[config.mk]
export PLATFORM = sky130hd
export DESIGN_NAME = rstseq02
export DESIGN_NICKNAME = d
export VERILOG_FILES = /design/src/rtl/rstseq02.sv
export SDC_FILE = /design/constraint.sdc
export NUM_CORES = 1
export LEC_CHECK = 0
export ABC_AREA = 1
export BUFFER_PORTS_ARGS = -buffer_cell sky130_fd_sc_hd__buf_2
export CAP_MARGIN = 25
export CELL_PAD_IN_SITES_DETAIL_PLACEMENT = 0
export CELL_PAD_IN_SITES_GLOBAL_PLACEMENT = 2
export CORE_UTILIZATION = 32
export CTS_BUF_LIST = sky130_fd_sc_hd__clkbuf_8 sky130_fd_sc_hd__clkbuf_16
export CTS_CLUSTER_DIAMETER = 60
export DETAILED_ROUTE_END_ITERATION = 6
export GPL_TIMING_DRIVEN = 0
export PLACE_DENSITY_LB_ADDON = 0.08
export SETUP_SLACK_MARGIN = 0.2
export SLEW_MARGIN = 30
export SYNTH_ARGS = -nofsm -noshare
export SYNTH_HDL_FRONTEND = slang
export SYNTH_SLANG_ARGS = --single-unit
export TNS_END_PERCENT = 50
[constraint.sdc]
create_clock -name clk -period 1.73 [get_ports clk]
set_input_delay 0.173 -clock clk [delete_from_list [all_inputs] [get_ports clk]]
set_output_delay 0.173 -clock clk [all_outputs]
set_load 0.01 [all_outputs]
[src/rtl/rstseq02.sv]
// Reset sequencer for the per-clock reset synchronizer bank: holds selected domains
// in reset for a minimum time, then releases them one at a time in ascending order.
module rstseq02 #(
    parameter int NDOM    = 2,
    parameter int CNTW    = 8,
    parameter int PORHOLD = 16,
    parameter int PORGAP  = 4
) (
    input  logic            clk,
    input  logic            rst,
    input  logic            scanmode,
    input  logic            swrst,
    input  logic [NDOM-1:0] swmsk,
    input  logic [CNTW-1:0] hold,
    input  logic [CNTW-1:0] gap,
    output logic [NDOM-1:0] rstmsk,
    output logic            busy,
    output logic            done
);

    typedef enum logic [2:0] {
        S_IDLE,
        S_ASSERT,
        S_RELEASE,
        S_GAP,
        S_DONE
    } state_t;

    state_t          r_state, w_state_nx;
    logic [CNTW-1:0] r_cnt, w_cnt_nx;
    logic [CNTW-1:0] r_hold, w_hold_nx;
    logic [CNTW-1:0] r_gap, w_gap_nx;
    logic [NDOM-1:0] r_left, w_left_nx;
    logic [NDOM-1:0] r_pend, w_pend_nx;
    logic [NDOM-1:0] r_msk, w_msk_nx;
    logic            r_busy, w_busy_nx;
    logic            r_done, w_done_nx;
    logic            w_start;
    logic [NDOM-1:0] w_start_msk;
    logic            w_release;
    logic [NDOM-1:0] w_low;

    function automatic logic [CNTW-1:0] f_hold_eff(input logic [CNTW-1:0] h);
        f_hold_eff = (h == '0) ? CNTW'(1) : h;
    endfunction

    // Lowest domain still waiting for release in the current sequence.
    assign w_low = r_left & (~r_left + NDOM'(1));

    always_comb begin
        w_state_nx  = r_state;
        w_cnt_nx    = r_cnt;
        w_hold_nx   = r_hold;
        w_gap_nx    = r_gap;
        w_left_nx   = r_left;
        w_msk_nx    = r_msk;
        w_busy_nx   = r_busy;
        w_done_nx   = 1'b0;
        w_pend_nx   = r_pend | ((swrst && (r_state != S_IDLE)) ? swmsk : '0);
        w_start     = 1'b0;
        w_start_msk = '0;
        w_release   = 1'b0;

        case (r_state)
            S_IDLE: begin
                if (swrst && (swmsk != '0)) begin
                    w_start     = 1'b1;
                    w_start_msk = swmsk;
                end
            end
            S_ASSERT: begin
                if (r_cnt == f_hold_eff(r_hold)) w_release = 1'b1;
                else                             w_cnt_nx  = r_cnt + CNTW'(1);
            end
            S_GAP: begin
                if (r_cnt == r_gap) w_release = 1'b1;
                else                w_cnt_nx  = r_cnt + CNTW'(1);
            end
            S_RELEASE: begin
                // Last domain already released; one cycle later report completion.
                w_state_nx = S_DONE;
                w_busy_nx  = 1'b0;
                w_done_nx  = 1'b1;
            end
            S_DONE: begin
                if (w_pend_nx != '0) begin
                    w_start     = 1'b1;
                    w_start_msk = w_pend_nx;
                end else begin
                    w_state_nx = S_IDLE;
                end
            end
            default: w_state_nx = S_IDLE;
        endcase

        if (w_release) begin
            w_msk_nx   = r_msk & ~w_low;
            w_left_nx  = r_left & ~w_low;
            w_cnt_nx   = '0;
            w_state_nx = (w_left_nx == '0) ? S_RELEASE : S_GAP;
        end

        // Counter starts at 1 so that release lands exactly max(hold,1) edges after start.
        if (w_start) begin
            w_state_nx = S_ASSERT;
            w_left_nx  = w_start_msk;
            w_msk_nx   = r_msk | w_start_msk;
            w_hold_nx  = hold;
            w_gap_nx   = gap;
            w_cnt_nx   = CNTW'(1);
            w_busy_nx  = 1'b1;
            w_pend_nx  = '0;
        end
    end

    // Reset parks the FSM in ASSERT with count 0, so the first edge after reset acts as start.
    always_ff @(posedge clk) begin
        if (rst) begin
            r_state <= S_ASSERT;
            r_cnt   <= '0;
            r_hold  <= CNTW'(PORHOLD);
            r_gap   <= CNTW'(PORGAP);
            r_left  <= '1;
            r_pend  <= '0;
            r_msk   <= '1;
            r_busy  <= 1'b1;
            r_done  <= 1'b0;
        end else begin
            r_state <= w_state_nx;
            r_cnt   <= w_cnt_nx;
            r_hold  <= w_hold_nx;
            r_gap   <= w_gap_nx;
            r_left  <= w_left_nx;
            r_pend  <= w_pend_nx;
            r_msk   <= w_msk_nx;
            r_busy  <= w_busy_nx;
            r_done  <= w_done_nx;
        end
    end

    assign rstmsk = scanmode ? '0 : r_msk;
    assign busy   = r_busy;
    assign done   = r_done;

endmodule

; ---- Word-level counts from Yosys, hierarchy flattened
; Cells that the tools add are included.
[totals]
memories = 0
rom_bits = 0
latch_bits = 0
inputBits = 22
output_inout_bits = 4
ram_bits = 0
ff_bits = 35
wordCells = 74
[op_classes]
add_sub_neg = 2
n_div = 0
n_mux = 26
n_reduce_logical = 17
magnitude_cmp = 0
n_mul = 0
eq_ne = 12
shifts = 0
bitwise_logic = 7
[op_table]
columns = cell, count
row1 = two-way mux 8 bit, 3
row2 = == test 8 bit, 2
row3 = two-way mux 2 bit, 8
row4 = case mux 8 bit (2 select lines), 1
row5 = case mux 3 bit (3 select lines), 1
row6 = "adder 8 x 1 -> 8 bit, second input constant", 1
row7 = logical NOT 8 bit, 1
row8 = two-way mux 1 bit, 8
row9 = "inequality test 4 bit, second input constant", 2
row10 = nonzero test 2 bit, 4
row11 = AND 2 bit, 3
row12 = "== test 3 x 2 -> 1 bit, second input constant", 2
row13 = two-way mux 3 bit, 2
row14 = AND reduction 3 bit, 2
row15 = OR reduction 3 bit, 2
row16 = "inequality test 2 bit, second input constant", 2
row17 = inverter 2 bit, 2
row18 = bitwise OR 2 bit, 2
row19 = case mux 1 bit (2 select lines), 2
row20 = case mux 2 bit (2 select lines), 1
row21 = nonzero test 4 bit, 1
row22 = "== test 3 x 1 -> 1 bit, second input constant", 1
row23 = "== test 3 bit, second input constant", 1
row24 = logical NOT 3 bit, 1
row25 = other kinds (8), 9

; ---- Depth between registers and ports, before layout
[logic_depth]
word_depth = 9
mapped_depth = 12
depth_no_buf = 11

; ---- Least setup slack after synthesis
; OpenSTA, ideal clock, no wires.
[synth_timing]
path_type = reg-to-reg
start = reg r_cnt[5]
end = reg r_cnt[1]
path_stages_with_launch = 12
arrival_time_ns = 1.247
period_less_slack_ns = 1.364
path_buffers = 1
setup_ns = 0.116
slack_ns = 0.366
required_time_ns = 1.614
cell_sequence = dfxtp_1 buf_2 inv_1 nand2_1 nand2_1 nand2_1 nor2_1 nand2_1 nand2_1 inv_1 nand2_4 a21oi_2
[synth_between]
elab_chain_cells = 4
word_cells_on_any_way = 9
cone_classes = eq/ne: 4 / mux: 3 / reduce/logical: 2
[synth_lines]
columns = item, line_no
row1 = "start, declared", 30  ; logic [CNTW-1:0] r_cnt, w_cnt_nx;
row2 = "start signal, assigned", 130  ; r_cnt <= w_cnt_nx;
row3 = "== test 8 bit, on equally long branches", "76, 72"
row4 = "two-way mux 1 bit, on equally long branches", "76, 72"
row5 = case mux 1 bit (2 select lines), 64  ; case (r_state)
row6 = OR reduction 3 bit (no line), --
; Several ways; a longest one is shown, not always the timed one.
; A chain may end at the register's enable or synchronous reset.

; ---- Worst setup path after layout
[layout_timing]
start = reg r_state[0]
end = reg r_hold[7]
[layout_between]
elab_chain_cells = 7
word_cells_on_any_way = 9
cone_classes = eq/ne: 1 / mux: 3 / bitwise: 1 / reduce/logical: 4
[layout_lines]
columns = item, line_no
row1 = "start, declared", 29  ; state_t r_state, w_state_nx;
row2 = "start signal, assigned", 129  ; r_state <= w_state_nx;
row3 = nonzero test 3 bit, 59  ; w_pend_nx = r_pend | ((swrst && (r_state != S_IDLE)) ? swmsk : '0);
row4 = logical AND 1 bit, 59
row5 = two-way mux 2 bit, 59
row6 = bitwise OR 2 bit, 59
row7 = nonzero test 2 bit, 86  ; if (w_pend_nx != '0) begin
row8 = two-way mux 1 bit, 86
row9 = case mux 1 bit (2 select lines) (*), 64
row10 = "end signal, assigned", 121  ; r_hold <= CNTW'(PORHOLD);
row11 = "end signal, assigned", 131  ; r_hold <= w_hold_nx;
row12 = "end, declared", 31  ; logic [CNTW-1:0] r_hold, w_hold_nx;
; Mark *: on every way between the ends. The rest lies on a longest branch, timed or not.

==> out/qor.txt <==
status = complete, no violations
post-layout minimum cycle time = 1500 ps
floorplan die height = 79.6 µm
startpoint class of the critical path = register
number of instances in the synthesized netlist = 276
Via Count = 1765
most used standard cell by instance count after synthesis = sky130_fd_sc_hd__nand2_1
required time reported for the critical path endpoint = 1890 ps
final HPWL from detailed placement = 3.43 mm
DRC violation total after the first TritonRoute iteration = 53
DRC viols = 0
initial core utilization = 0.342
number of clock buffers inserted by TritonCTS = 5
Worst VDD drop = 0.465 mV
pin count of the biggest net entering global routing = 12
RSZ-0062 raised after global routing = yes
Die ar. = 6340 µm²
maximum number of buffers from clock root to sink = 2
count of unique library cells instantiated by Yosys = 28
fraction of the yosys area taken by sequential cells = 0.363
Max Clk Rate = 665 MHz
synth top area cells = sky130_fd_sc_hd__dfxtp_1 36%, sky130_fd_sc_hd__nand2_1 18%, sky130_fd_sc_hd__a21oi_2 7.3%
headroom to the max-slew limit = 0.684
Async SR Flop Fraction = 0
biggest fanout along the worst timing path = 5
most used flip-flop cell after synthesis = sky130_fd_sc_hd__dfxtp_1
Hold Buf Count CTS = 0
hold slack final = 119 ps
total global routing overflow = 0
leakage power of the design = 1.22 nW
number of max-capacitance violations reported = 0
WP data arrival = 1670 ps
top post-synthesis cells by count = 91 x sky130_fd_sc_hd__nand2_1, 35 x sky130_fd_sc_hd__dfxtp_1, 30 x sky130_fd_sc_hd__inv_1, 20 x sky130_fd_sc_hd__nand3_1, 17 x sky130_fd_sc_hd__nor2_1
Global Route Usage Sum = 0.163
average detailed-routed wire length per instance = 12.1 µm
clock tree from TritonCTS = built
net count after synthesis = 299
number of flip-flops and latches in the synthesized netlist = 35
H-tree depth reported by CTS = 2
number of antenna diodes = 0
Post-Syn Area = 1930 µm²
Hold/Removal Path Class = input pin to register
clock transition at the register clock pins on the worst setup and hold paths after CTS = 70 ps
residual antenna-violating net count after detailed routing = 0
Power Dens Cells = 661 nW/µm²
Routed Wire Length = 4.90 mm
number of flops mapped to enable cells by yosys = 0
leading area contributor after synthesis = sky130_fd_sc_hd__dfxtp_1
slew at the pin closest to its max-slew limit = 474 ps
fraction of final layout cells with drive strength greater than 1 = 0.387
iteration count of the initial detailed-routing pass = 4
# IOs = 26
utilization after layout = 0.465
Final Net Count = 353
hold violation total from the final report = 0
count of endpoints failing setup in the final report = 0
number of global-route vias before repair = 1600
via/cell ratio = 4.38
clock insertion delay at the later pin of the skew report = 290 ps
final instance area = 2620 µm²
antenna violations before repair = 0
Max Clock Skew = 2.90 ps
final count of pins violating max slew = 0
mean instance size in the synthesized netlist = 6.99 µm²
horizontal extent of the die = 79.6 µm
setup total negative slack = 0 ps
clock root buffer = sky130_fd_sc_hd__clkbuf_8
CTS sink cnt = 35
final weighted congestion of routability-driven global placement = 0.713
final cycle utilization of the critical path = 0.869
Yosys warning count = 0
fraction of post-synthesis cell area in the top cell type by area = 0.363
wire length of the first global-routing pass = 7.73 mm
category of the most critical setup path = register to register
area growth from synthesis to layout = 36.1%
num rows = 27
IO Port Bufs = 25
category of the worst setup path capture point = register
post-placement cell area = 2140 µm²
Floorplan Core Area = 5640 µm²
cells in the final DEF (no fill, tap or decap), types with 12 or more instances in the layout:
cell                       n
sky130_fd_sc_hd__nor2_1   13
sky130_fd_sc_hd__nand3_1  14
sky130_fd_sc_hd__nand2_1  84
sky130_fd_sc_hd__dfxtp_1  26
sky130_fd_sc_hd__a21oi_1  12
sky130_fd_sc_hd__nand2_2  12
sky130_fd_sc_hd__inv_1    30
sky130_fd_sc_hd__a21oi_2  15
sky130_fd_sc_hd__buf_4    20
sky130_fd_sc_hd__buf_2    27
sequential cells by signal, indices dropped and copies added, names as in the netlist:
name and cells:
r_pend 2, done 1, r_state 3, r_hold 8
r_msk 2, r_left 2, r_cnt 8, r_gap 8
busy 1
area by class of cell:
type / count / area [µm²]
repair buffers: 47 / 333
flip-flops and latches: 35 / 714
inverters: 36 / 140
well taps: 72 / 90.1
plain buffers: 8 / 75.1
multi-input cells: 197 / 1150
clock inverters: 2 / 35.0
clock buffers: 6 / 82.6
fillers: 581 / 3020
where the power goes:
group	switching, W	internal (W)	leakage (nW)
Clock	0.000314	0.000466	0.0612
Sequential	0.0000110	0.000815	0.287
Combinational	0.0000720	0.0000549	0.868
worst paths after layout:
kind                                 from                endpoint  slack [ps]  cells past startpoint
setup / recovery  r_state[0]$_SDFFE_PP1P_  r_hold[7]$_SDFFE_PP0P_         230                      9
hold / removal                    hold[4]  r_hold[4]$_SDFFE_PP1P_         120                      3
hold reg to reg     r_msk[0]$_SDFFE_PP1P_   r_msk[0]$_SDFFE_PP1P_         450                      2
setup reg to reg  r_state[0]$_SDFFE_PP1P_  r_hold[7]$_SDFFE_PP0P_         230                      9
routing by layer:
metal | GRT usage | wire, µm
met2 | 0.240 | 2130
met1 | 0.230 | 2580
met3 | 0.0377 | 131
met5 | 0 | 0
met4 | 0.0545 | 56
worst max-delay path, cell delays in order, from the launching register on:
cell and delay, ps:
sky130_fd_sc_hd__dfxtp_4 390, sky130_fd_sc_hd__inv_4 40, sky130_fd_sc_hd__nand3_4 90, sky130_fd_sc_hd__inv_2 40
sky130_fd_sc_hd__o211ai_1 210, sky130_fd_sc_hd__nand3_4 190, sky130_fd_sc_hd__buf_4 180, sky130_fd_sc_hd__buf_4 120
sky130_fd_sc_hd__nand2_1 50, sky130_fd_sc_hd__a21oi_1 60
per-stage QoR:
stage / power (W) / instances / setup slack, ps
floorplan: 0.000905 / 276 / 366
global placement: 0.000954 / 373 / 7.16
detailed placement: 0.000954 / 373 / 0.258
CTS: 0.00174 / 388 / 195
global route: 0.00181 / 403 / 133
finish: 0.00173 / 403 / 226
timing repair:
item / 4_1_cts / 5_1_grt
buffers inserted: 7 / 13
gates resized for setup: 20 / 32
gates cloned: 0 / 2
pin swaps: 6 / 11
endpoints found under the setup margin: 22 / 33
kinds of logic (layout without fill, tap and decap cells):
| logic type | Yosys count | count (layout) | share of synthesized area |
|---|---|---|---|
| and+or+nand+nor | 149 | 149 | 0.352 |
| buffers and inverters | 44 | 99 | 0.0993 |
| AOI/OAI and AO/OA | 35 | 35 | 0.125 |
| DFF | 35 | 35 | 0.363 |
| xor gates and xnor gates | 12 | 12 | 0.0545 |
| adders and majority gates | 1 | 1 | 0.00649 |
(Power assumes the default switching activity.)
